File: config.mk
export PLATFORM = sky130hd
export DESIGN_NAME = tank_shell_flat
export DESIGN_NICKNAME = d
export VERILOG_FILES = /design/src/rtl/tank_shell_if.sv /design/src/rtl/tank_shell.sv /design/src/flat_wrapper.sv
export SDC_FILE = /design/constraint.sdc
export NUM_CORES = 1
export LEC_CHECK = 0
export CAP_MARGIN = 25
export CORE_MARGIN = 2
export CORE_UTILIZATION = 63
export CTS_CLUSTER_DIAMETER = 60
export DETAILED_ROUTE_END_ITERATION = 8
export GPL_ROUTABILITY_DRIVEN = 0
export PLACE_DENSITY = 0.87
export REMOVE_ABC_BUFFERS = 1
export SYNTH_ARGS = -nofsm -noshare
export SYNTH_HDL_FRONTEND = slang
export SYNTH_SLANG_ARGS = --single-unit
File: constraint.sdc
create_clock -name frame_clk -period 11.07 [get_ports frame_clk]
set_input_delay 2.214 -clock frame_clk [delete_from_list [all_inputs] [get_ports frame_clk]]
set_output_delay 2.214 -clock frame_clk [all_outputs]
set_load 0.02 [all_outputs]
File: src/rtl/tank_shell_if.sv
// Signal bundle between the tank/enemy/collision sources and the shell stage.
// ready high means a fresh fire key on this edge will be considered; fire presses seen while ready is low are dropped, not held.
interface tank_shell_if;
    logic [7:0] keycode;
    logic [9:0] TankX;
    logic [9:0] TankY;
    logic [9:0] TankS;
    logic [1:0] direction;
    logic [9:0] EnemyX;
    logic [9:0] EnemyY;
    logic [9:0] EnemyS;
    logic       barrier_hit;
    logic [9:0] ShellX;
    logic [9:0] ShellY;
    logic [9:0] ShellS;
    logic       shell_active;
    logic       enemy_hit;
    logic       ready;

    modport master (
        output keycode, TankX, TankY, TankS, direction,
        output EnemyX, EnemyY, EnemyS, barrier_hit,
        input  ShellX, ShellY, ShellS, shell_active, enemy_hit, ready
    );

    modport slave (
        input  keycode, TankX, TankY, TankS, direction,
        input  EnemyX, EnemyY, EnemyS, barrier_hit,
        output ShellX, ShellY, ShellS, shell_active, enemy_hit, ready
    );
endinterface

File: src/rtl/tank_shell.sv
// Single-shell projectile stage: launches from the tank muzzle on a fresh fire key,
// steps once per frame, retires on enemy/barrier/edge, then waits out a cooldown.
module tank_shell #(
    parameter logic [7:0]  FIRE_KEY   = 8'h2C,
    parameter int unsigned SHELL_STEP = 4,
    parameter int unsigned SHELL_SIZE = 2,
    parameter int unsigned COOLDOWN   = 30,
    parameter int unsigned X_MIN      = 1,
    parameter int unsigned X_MAX      = 639,
    parameter int unsigned Y_MIN      = 1,
    parameter int unsigned Y_MAX      = 479
) (
    input  logic        frame_clk,
    input  logic        Reset,
    tank_shell_if.slave bus,
    output logic [1:0]  state_dbg
);

    localparam int CW = (COOLDOWN < 2) ? 1 : $clog2(COOLDOWN + 1);

    localparam logic [10:0] SZ11   = 11'(SHELL_SIZE);
    localparam logic [10:0] STEP11 = 11'(SHELL_STEP);
    localparam logic [10:0] XMIN11 = 11'(X_MIN);
    localparam logic [10:0] XMAX11 = 11'(X_MAX);
    localparam logic [10:0] YMIN11 = 11'(Y_MIN);
    localparam logic [10:0] YMAX11 = 11'(Y_MAX);
    localparam logic [9:0]  STEP10 = 10'(SHELL_STEP);
    localparam logic [CW-1:0] CD_LOAD = CW'(COOLDOWN);

    typedef enum logic [1:0] {
        S_IDLE     = 2'd0,
        S_FLYING   = 2'd1,
        S_COOLDOWN = 2'd2
    } state_t;

    state_t        state_q, state_d;
    logic [9:0]    shell_x_q, shell_x_d;
    logic [9:0]    shell_y_q, shell_y_d;
    logic          active_q, active_d;
    logic          hit_q, hit_d;
    logic          key_prev_q;
    logic [1:0]    dir_q, dir_d;
    logic [CW-1:0] cnt_q, cnt_d;

    logic        key_now;
    logic        fire;
    logic [10:0] tank_reach;
    logic [10:0] spawn_x;
    logic [10:0] spawn_y;
    logic        spawn_uflow;
    logic        spawn_ok;
    logic [9:0]  dx;
    logic [9:0]  dy;
    logic [10:0] enemy_reach;
    logic        overlap;
    logic        leave;
    logic [10:0] x11;
    logic [10:0] y11;

    assign key_now = (bus.keycode == FIRE_KEY);
    assign fire    = key_now && !key_prev_q;

    // Muzzle position; underflow is caught before subtracting so nothing wraps.
    assign tank_reach = {1'b0, bus.TankS} + SZ11;
    always_comb begin
        spawn_uflow = 1'b0;
        spawn_x     = {1'b0, bus.TankX};
        spawn_y     = {1'b0, bus.TankY};
        case (bus.direction)
            2'b00: begin
                if ({1'b0, bus.TankX} < tank_reach + XMIN11) spawn_uflow = 1'b1;
                else spawn_x = {1'b0, bus.TankX} - tank_reach;
            end
            2'b01: spawn_x = {1'b0, bus.TankX} + tank_reach;
            2'b10: spawn_y = {1'b0, bus.TankY} + tank_reach;
            default: begin
                if ({1'b0, bus.TankY} < tank_reach + YMIN11) spawn_uflow = 1'b1;
                else spawn_y = {1'b0, bus.TankY} - tank_reach;
            end
        endcase
    end

    assign spawn_ok = !spawn_uflow
                   && (spawn_x >= XMIN11) && (spawn_x <= XMAX11)
                   && (spawn_y >= YMIN11) && (spawn_y <= YMAX11);

    assign dx = (shell_x_q >= bus.EnemyX) ? (shell_x_q - bus.EnemyX) : (bus.EnemyX - shell_x_q);
    assign dy = (shell_y_q >= bus.EnemyY) ? (shell_y_q - bus.EnemyY) : (bus.EnemyY - shell_y_q);
    assign enemy_reach = {1'b0, bus.EnemyS} + SZ11;
    assign overlap = ({1'b0, dx} <= enemy_reach) && ({1'b0, dy} <= enemy_reach);

    assign x11 = {1'b0, shell_x_q};
    assign y11 = {1'b0, shell_y_q};
    always_comb begin
        case (dir_q)
            2'b00:   leave = x11 < XMIN11 + STEP11 + SZ11;
            2'b01:   leave = x11 + STEP11 + SZ11 > XMAX11;
            2'b10:   leave = y11 + STEP11 + SZ11 > YMAX11;
            default: leave = y11 < YMIN11 + STEP11 + SZ11;
        endcase
    end

    always_comb begin
        state_d   = state_q;
        shell_x_d = shell_x_q;
        shell_y_d = shell_y_q;
        active_d  = active_q;
        hit_d     = 1'b0;
        dir_d     = dir_q;
        cnt_d     = cnt_q;
        case (state_q)
            S_IDLE: begin
                if (fire && spawn_ok) begin
                    shell_x_d = spawn_x[9:0];
                    shell_y_d = spawn_y[9:0];
                    active_d  = 1'b1;
                    dir_d     = bus.direction;
                    state_d   = S_FLYING;
                end
            end
            S_FLYING: begin
                if (overlap || bus.barrier_hit || leave) begin
                    hit_d    = overlap;
                    active_d = 1'b0;
                    cnt_d    = CD_LOAD;
                    state_d  = S_COOLDOWN;
                end else begin
                    case (dir_q)
                        2'b00:   shell_x_d = shell_x_q - STEP10;
                        2'b01:   shell_x_d = shell_x_q + STEP10;
                        2'b10:   shell_y_d = shell_y_q + STEP10;
                        default: shell_y_d = shell_y_q - STEP10;
                    endcase
                end
            end
            S_COOLDOWN: begin
                // The edge that decrements the counter to zero is the IDLE-entry edge.
                if (cnt_q != '0) cnt_d = cnt_q - CW'(1);
                if (cnt_q <= CW'(1)) state_d = S_IDLE;
            end
            default: state_d = S_IDLE;
        endcase
    end

    always_ff @(posedge frame_clk or posedge Reset) begin
        if (Reset) begin
            state_q    <= S_IDLE;
            shell_x_q  <= '0;
            shell_y_q  <= '0;
            active_q   <= 1'b0;
            hit_q      <= 1'b0;
            key_prev_q <= 1'b0;
            dir_q      <= 2'b01;
            cnt_q      <= '0;
        end else begin
            state_q    <= state_d;
            shell_x_q  <= shell_x_d;
            shell_y_q  <= shell_y_d;
            active_q   <= active_d;
            hit_q      <= hit_d;
            key_prev_q <= key_now;
            dir_q      <= dir_d;
            cnt_q      <= cnt_d;
        end
    end

    assign bus.ShellX       = shell_x_q;
    assign bus.ShellY       = shell_y_q;
    assign bus.ShellS       = 10'(SHELL_SIZE);
    assign bus.shell_active = active_q;
    assign bus.enemy_hit    = hit_q;
    assign bus.ready        = (state_q == S_IDLE);
    assign state_dbg        = state_q;

endmodule

File: src/flat_wrapper.sv
// flat-port wrapper written by rule: the top's interface ports become plain ports
module tank_shell_flat 
#(
    parameter logic [7:0]  FIRE_KEY   = 8'h2C,
    parameter int unsigned SHELL_STEP = 4,
    parameter int unsigned SHELL_SIZE = 2,
    parameter int unsigned COOLDOWN   = 30,
    parameter int unsigned X_MIN      = 1,
    parameter int unsigned X_MAX      = 639,
    parameter int unsigned Y_MIN      = 1,
    parameter int unsigned Y_MAX      = 479
)
  (frame_clk, Reset, state_dbg, bus_keycode, bus_TankX, bus_TankY, bus_TankS, bus_direction, bus_EnemyX, bus_EnemyY, bus_EnemyS, bus_barrier_hit, bus_ShellX, bus_ShellY, bus_ShellS, bus_shell_active, bus_enemy_hit, bus_ready);
  tank_shell_if bus_i ();
  input  logic frame_clk;
  input  logic Reset;
  output logic [1:0] state_dbg;
  input wire logic [$bits(bus_i.keycode)-1:0] bus_keycode;
  input wire logic [$bits(bus_i.TankX)-1:0] bus_TankX;
  input wire logic [$bits(bus_i.TankY)-1:0] bus_TankY;
  input wire logic [$bits(bus_i.TankS)-1:0] bus_TankS;
  input wire logic [$bits(bus_i.direction)-1:0] bus_direction;
  input wire logic [$bits(bus_i.EnemyX)-1:0] bus_EnemyX;
  input wire logic [$bits(bus_i.EnemyY)-1:0] bus_EnemyY;
  input wire logic [$bits(bus_i.EnemyS)-1:0] bus_EnemyS;
  input wire logic [$bits(bus_i.barrier_hit)-1:0] bus_barrier_hit;
  output wire logic [$bits(bus_i.ShellX)-1:0] bus_ShellX;
  output wire logic [$bits(bus_i.ShellY)-1:0] bus_ShellY;
  output wire logic [$bits(bus_i.ShellS)-1:0] bus_ShellS;
  output wire logic [$bits(bus_i.shell_active)-1:0] bus_shell_active;
  output wire logic [$bits(bus_i.enemy_hit)-1:0] bus_enemy_hit;
  output wire logic [$bits(bus_i.ready)-1:0] bus_ready;
  assign bus_i.keycode = bus_keycode;
  assign bus_i.TankX = bus_TankX;
  assign bus_i.TankY = bus_TankY;
  assign bus_i.TankS = bus_TankS;
  assign bus_i.direction = bus_direction;
  assign bus_i.EnemyX = bus_EnemyX;
  assign bus_i.EnemyY = bus_EnemyY;
  assign bus_i.EnemyS = bus_EnemyS;
  assign bus_i.barrier_hit = bus_barrier_hit;
  assign bus_ShellX = bus_i.ShellX;
  assign bus_ShellY = bus_i.ShellY;
  assign bus_ShellS = bus_i.ShellS;
  assign bus_shell_active = bus_i.shell_active;
  assign bus_enemy_hit = bus_i.enemy_hit;
  assign bus_ready = bus_i.ready;
  tank_shell #(.FIRE_KEY(FIRE_KEY), .SHELL_STEP(SHELL_STEP), .SHELL_SIZE(SHELL_SIZE), .COOLDOWN(COOLDOWN), .X_MIN(X_MIN), .X_MAX(X_MAX), .Y_MIN(Y_MIN), .Y_MAX(Y_MAX)) u_core (.frame_clk(frame_clk), .Reset(Reset), .bus(bus_i), .state_dbg(state_dbg));
endmodule
Word level (Yosys, flattened, before mapping) --
Index checks and enable logic that the tools add are counted.
Word-level totals: register bits 32, RAM bits 0, memories kept 0, input port bits 73, memory bits (read-only) 0, output and inout bits 35, logic and storage cells 113, bits in latches 0
Operators by class: magnitude comparators 15, multipliers 0, shifts and indexed selects 0, muxes and demuxes 30, bitwise gates (word level) 0, reductions and logical operators 26, equality and inequality tests 14, divide/modulo/power cells 0, add/subtract/negate cells 20
Operators with widths (count):
- $pmux W10 S2 | 4
- $mux W10 | 6
- $pmux W11 S2 | 2
- $sub A10 B10 Y10 | 4
- $add A10 B11 Y11 | 2
- $add A10 B2 Y11 const B | 2
- $add A10 B3 Y11 const B | 2
- $add A11 B2 Y11 const B | 2
- $ge A11 B1 Y1 const B | 2
- $le A10 B11 Y1 | 2
- $lt A10 B11 Y1 | 2
- $mux W11 | 2
- $sub A10 B11 Y11 | 2
- $add A10 B3 Y10 const B | 2
- $ge A10 B10 Y1 | 2
- $lt A10 B3 Y1 const B | 2
- $sub A10 B3 Y10 const B | 2
- $add A11 B1 Y11 const B | 1
- $gt A11 B10 Y1 const B | 1
- $gt A11 B9 Y1 const B | 1
- $le A11 B10 Y1 const B | 1
- $le A11 B9 Y1 const B | 1
- $mux W5 | 2
- $pmux W5 S2 | 1
- 23 further kinds | 55

Depth between registers and ports, before layout --
depth after elaboration 13, mapped depth 28, gate-level depth less buffers 27

Least setup slack after synthesis --
OpenSTA, ideal clock, no wires.
path type input to register, from input port bus_EnemyX[0], to register u_core.shell_y_q[9], in the netlist u_core.bus.ShellY[9], cell stages on the path 26, data arrival time 7.385 ns, setup slack 3.602 ns, setup time 0.082 ns, buffers on the path 1, required time 10.988 ns, cell sequence ha_1 -> inv_1 -> fa_1 -> a21o_1 -> a21o_1 -> a21o_1 -> a211oi_1 -> o21bai_1 -> a21o_1 -> a21oi_1 -> o21a_1 -> buf_1 -> mux2_2 -> ha_1 -> nor2b_1 -> o21a_1 -> o21a_1 -> o21a_1 -> o21a_1 -> o21bai_1 -> a21oi_1 -> o21ai_0 -> nor4_1 -> nand2_1 -> o31a_1 -> o22ai_1
Between the ends: word-level cells in the longest chain between the ends 8, elaborated cells on any way between the ends 10, classes of those cells 2 x add/sub; 2 x order compare; 1 x eq/ne; 1 x mux; 4 x reduce/logical
RTL lines:
- start, declared | RTL line flat_wrapper.sv:23 | input wire logic [$bits(bus_i.EnemyX)-1:0] bus_EnemyX;
- $sub A10 B10 Y10 or $ge A10 B10 Y1 (tied branches) | RTL line tank_shell.sv:87 | assign dx = (shell_x_q >= bus.EnemyX) ? (shell_x_q - bus.EnemyX) : (bus.EnemyX - shell_x_q);
- $mux W10 (*) | RTL line tank_shell.sv:87
- $le A10 B11 Y1 (*) | RTL line tank_shell.sv:90 | assign overlap = ({1'b0, dx} <= enemy_reach) && ({1'b0, dy} <= enemy_reach);
- $logic_and A1 B1 Y1 (*) | RTL line tank_shell.sv:90
- $logic_or A1 B1 Y1 (*) (2 in a row) | RTL line tank_shell.sv:122 | if (overlap || bus.barrier_hit || leave) begin
- $ne A2 B2 Y1 (no source line) (*)
- $reduce_and A4 Y1 (no source line) (*)
- end signal, assigned | RTL line tank_shell.sv:158 | shell_y_q <= shell_y_d;
- end, declared | RTL line tank_shell.sv:38 | logic [9:0] shell_y_q, shell_y_d;
Every way passes the cells marked *; elsewhere a longest branch is shown, timed or not. A chain may end at the register's enable or synchronous reset.

Worst setup path after layout --
from input port bus_TankS[1], to register u_core.shell_x_q[7], in the netlist u_core.bus.ShellX[7]
Between the ends: word-level cells in the longest chain between the ends 13, elaborated cells on any way between the ends 29, classes of those cells 6 x add/sub; 6 x order compare; 1 x eq/ne; 9 x mux; 7 x reduce/logical
RTL lines:
- start, declared | RTL line flat_wrapper.sv:21 | input wire logic [$bits(bus_i.TankS)-1:0] bus_TankS;
- $add A10 B2 Y11 (*) | RTL line tank_shell.sv:64 | assign tank_reach = {1'b0, bus.TankS} + SZ11;
- $add A11 B1 Y11 | RTL line tank_shell.sv:71, tank_shell.sv:77
- $lt A10 B11 Y1, on equally long branches | RTL line tank_shell.sv:71, tank_shell.sv:77
- $mux W11 (tied with other cells) | RTL line tank_shell.sv:71 | if ({1'b0, bus.TankX} < tank_reach + XMIN11) spawn_uflow = 1'b1;
- $pmux W11 S2 or $pmux W1 S2 (tied branches) | RTL line tank_shell.sv:69 | case (bus.direction)
- $ge A11 B1 Y1 or $logic_not A1 Y1 (tied branches) | RTL line tank_shell.sv:84, tank_shell.sv:83
- $logic_and A1 B1 Y1 (2 in a row) | RTL line tank_shell.sv:84 | && (spawn_x >= XMIN11) && (spawn_x <= XMAX11)
- $logic_and A1 B1 Y1 (2 in a row) | RTL line tank_shell.sv:85 | && (spawn_y >= YMIN11) && (spawn_y <= YMAX11);
- $logic_and A1 B1 Y1 | RTL line tank_shell.sv:113 | if (fire && spawn_ok) begin
- $ne A2 B1 Y1 (no source line)
- $reduce_and A4 Y1 (no source line)
- end signal, assigned | RTL line tank_shell.sv:157 | shell_x_q <= shell_x_d;
- end, declared | RTL line tank_shell.sv:37 | logic [9:0] shell_x_q, shell_x_d;
Every way passes the cells marked *; elsewhere a longest branch is shown, timed or not. The select of a mux whose other input is x is not followed.

==> impl_metrics.toml <==
[timing]
finalSetupViolCount = 0
setup_tns_ps = 0
min_period_ps = 8190
hold_violations = 0
fmax_ghz = 0.122
slew_headroom_pct = 46.0
finalCritPeriodShare_pct = 74.0
maxSlewViolCount = 0
skew_ps = 4.81
worst_slack_ps = 2880
tightest_slew_ps = 802
rsz0062_at_grt = "no"

[floorplan]
die_area_mm2 = 0.0143
initial_utilization_pct = 64.1
rows = 42
fp.dieH_um = 120
core_area_mm2 = 0.0131
io_pins = 108
die_w_um = 120

[worst_hold_path]
hold_class = "flip-flop to flip-flop"

[clock_tree]
clock-root-buffer = "clkbuf_16"
h-tree-depth = 2
holdBufCountCts = 0
cts_made_buffers = 5
cts-resized-gates = 0
clock_path_buffers = 2
clk_pin_slew_ps = 50
insertion_delay_ps = 280
cts_tree = "built"
clkSinkCount = 32
post_cts_buffers = 0

[logic_synthesis]
ys_seq_elements = 32
netlist_instances = 1100
synth_common_cells = "ha_1 (135), inv_1 (102), a21oi_1 (99)"
synth-edff-count = 0
synth_top_cell_by_area = "ha_1"
async_reset_ff_share_pct = 100
ys.flop_type = "dfrtp_1"
synthDistinctLibCells = 92
syn_avg_cell_area_um2 = 7.65
synth-seq-area-share_pct = 9.53
yosysWarnings = 0
post-synth-top-count-cell = "ha_1"
syn_area_mm2 = 0.00842
yosysTopAreaCellShare_pct = 20.1
ys_top_cells_by_area = "ha_1 (20%), dfrtp_1 (9.2%), a21oi_1 (5.9%), xnor2_1 (5.8%), inv_1 (4.5%)"

[setup_path]
reg2reg_depth = 25
worstSetupPathType = "input pin to flip-flop"
rrSetupSlack_ps = 4740
path_cells = "clkdlybuf4s50_1, inv_1, ha_1, nor2b_1, nor2b_1, a21oi_1, xnor2_1, ha_1, a31oi_1, a41oi_1, o22a_2, or3_1, a31oi_1, or2_2, o211ai_1, or4_1, a21oi_4, mux2_4"
endpoint = "u_core.bus.ShellX[7]"
cp.arrival_ps = 8350
cp_top_family = "compound AO/OA/AOI/OAI gates"
startpoint = "bus_TankS[1]"
cp_data_required_time_ps = 11230
reg2reg_to = "u_core.bus.ShellX[7]"
critPathMaxFanout = 18
cp-start-kind = "input pin"
cp_slowest_cell = "or4_1"
critPathBufInv = 2
worst_path_largest_cell_delay_ps = 810
end_kind = "flip-flop"
worst-path-stages = 18
r2r-start = "u_core.bus.ShellX[0]"

[route]
totalWireLength_mm = 24.9
wire_per_inst_um = 18.4
drt_iter0_drc = 923
firstDrtPassIters = 6
via_per_inst = 6.50
postRouteAntennaNets = 0
num_vias = 8788
drc = 0

[cells_and_area]
syn2layout_area_growth_pct = 14.1
nets = 1393
fillers = 1020
final_cell_area_mm2 = 0.00960
drive_gt1_share_pct = 4.34
n_antenna_cell = 0

[global_route]
gr-usage-met3_pct = 4.80
overflow = 0
grt_use_met1_pct = 42.6
grt_pass1_wl_mm = 40.6
grt_antenna_before_repair = 0
grt.busiest_layer = "met2"
use_met2_pct = 57.7
grt_pass1_vias = 8420
grt_max_degree = 30
grt.total_usage_pct = 34.4

[power]
vdd_drop_max_v = 0.0000548
power_mw = 0.958
power-per-cell-area_mw_per_mm2 = 99.8
total_leakage_power_nw = 4.24

[place]
place_ws_ps = 2730
dp_hpwl_mm = 20.1
placed_area_mm2 = 0.00946
portBuffers = 97

[flow_run]
cap_violations = 0

[outcome]
status = "completed"
[worst min path at each step]
stage	startpoint	end	slack (ps)	depth (start not counted)
after floorplan	u_core.dir_q[0]	u_core.dir_q[0]	480	2
after global placement	u_core.dir_q[0]	u_core.dir_q[0]	510	2
after detailed placement	u_core.dir_q[0]	u_core.dir_q[0]	510	2
after CTS	u_core.dir_q[0]	u_core.dir_q[0]	530	2
after global routing	u_core.dir_q[0]	u_core.dir_q[0]	580	2
final	u_core.dir_q[0]	u_core.dir_q[0]	540	2
[logic make-up after synthesis]
| kind of cell | Yosys count | share of synthesized area (%) |
|---|---|---|
| DFF | 32 | 9.53 |
| AOI/OAI and AO/OA | 362 | 29.9 |
| adders and majority gates | 145 | 22.5 |
| buffers and inverters | 146 | 7.27 |
| and+or+nand+nor | 299 | 18.2 |
| other | 2 | 0.0892 |
| xor gates and xnor gates | 78 | 8.12 |
| muxes | 36 | 4.46 |
[worst register-to-register path, stage by stage (launching register included)]
cell and delay [ps]:
dfrtp_1 470, inv_1 170, ha_1 170, inv_1 60
fa_1 390, a21o_1 170, a21o_1 180, a21o_1 190
a211oi_1 240, o21bai_1 90, a21o_1 180, a21oi_1 180
o21a_1 520, mux2i_1 360, o221ai_1 180, a21oi_1 210
xnor2_1 170, ha_1 280, a21o_1 180, a211oi_1 270
a21oi_1 100, o21ai_0 370, nor3_1 140, a21oi_1 460
a21oi_4 130, mux2_4 350
[power by group]
group	internal, mW	switching (mW)
sequential	0.133	0.0305
combinational	0.288	0.368
clock	0.0896	0.0488
[through the flow]
step | util (%) | std cells | hold WS, ps
CTS | 73.1 | 1352 | 534
finish | 73.1 | 1352 | 538
global placement | 72.0 | 1344 | 506
detailed placement | 72.0 | 1344 | 510
floorplan | - | 1065 | 477
global route | 73.1 | 1352 | 584
[state kept, by name, summed over array words and instances (netlist names)]
register	flops
u_core.bus.ShellX	10
u_core.bus.ShellY	10
u_core.bus.enemy_hit	1
u_core.bus.shell_active	1
u_core.cnt_q	5
u_core.dir_q	2
u_core.key_prev_q	1
u_core.state_dbg	2
[cell usage in the layout, fill, tap and decap left out, types with 23 or more instances in the layout]
cell type	synthesis	layout
a21o_1	23	23
ha_1	135	135
o21ai_0	45	45
clkdlybuf4s50_1	0	97
xnor2_1	56	56
mux2i_1	27	27
dfrtp_1	31	31
nand3_1	32	32
nor2_1	65	65
inv_1	102	102
a21oi_1	99	99
nand2_1	73	73
[routing by layer]
metal	routed length [um]	part of all wire, %
met5	0	0
met4	1430	5.8
met3	1890	7.6
met2	11500	46
met1	10100	41
[layout make-up]
cell class / instances / area [um2] / share of cell area [%]
Clock buffer: 8 / 146 / 1.52
Multi-Input combinational cell: 930 / 7030 / 73.2
Tap cell: 176 / 220 / 2.29
Sequential cell: 32 / 802 / 8.35
Inverter: 103 / 387 / 4.03
Timing Repair Buffer: 103 / 1020 / 10.6
(Power assumes the default switching activity.)
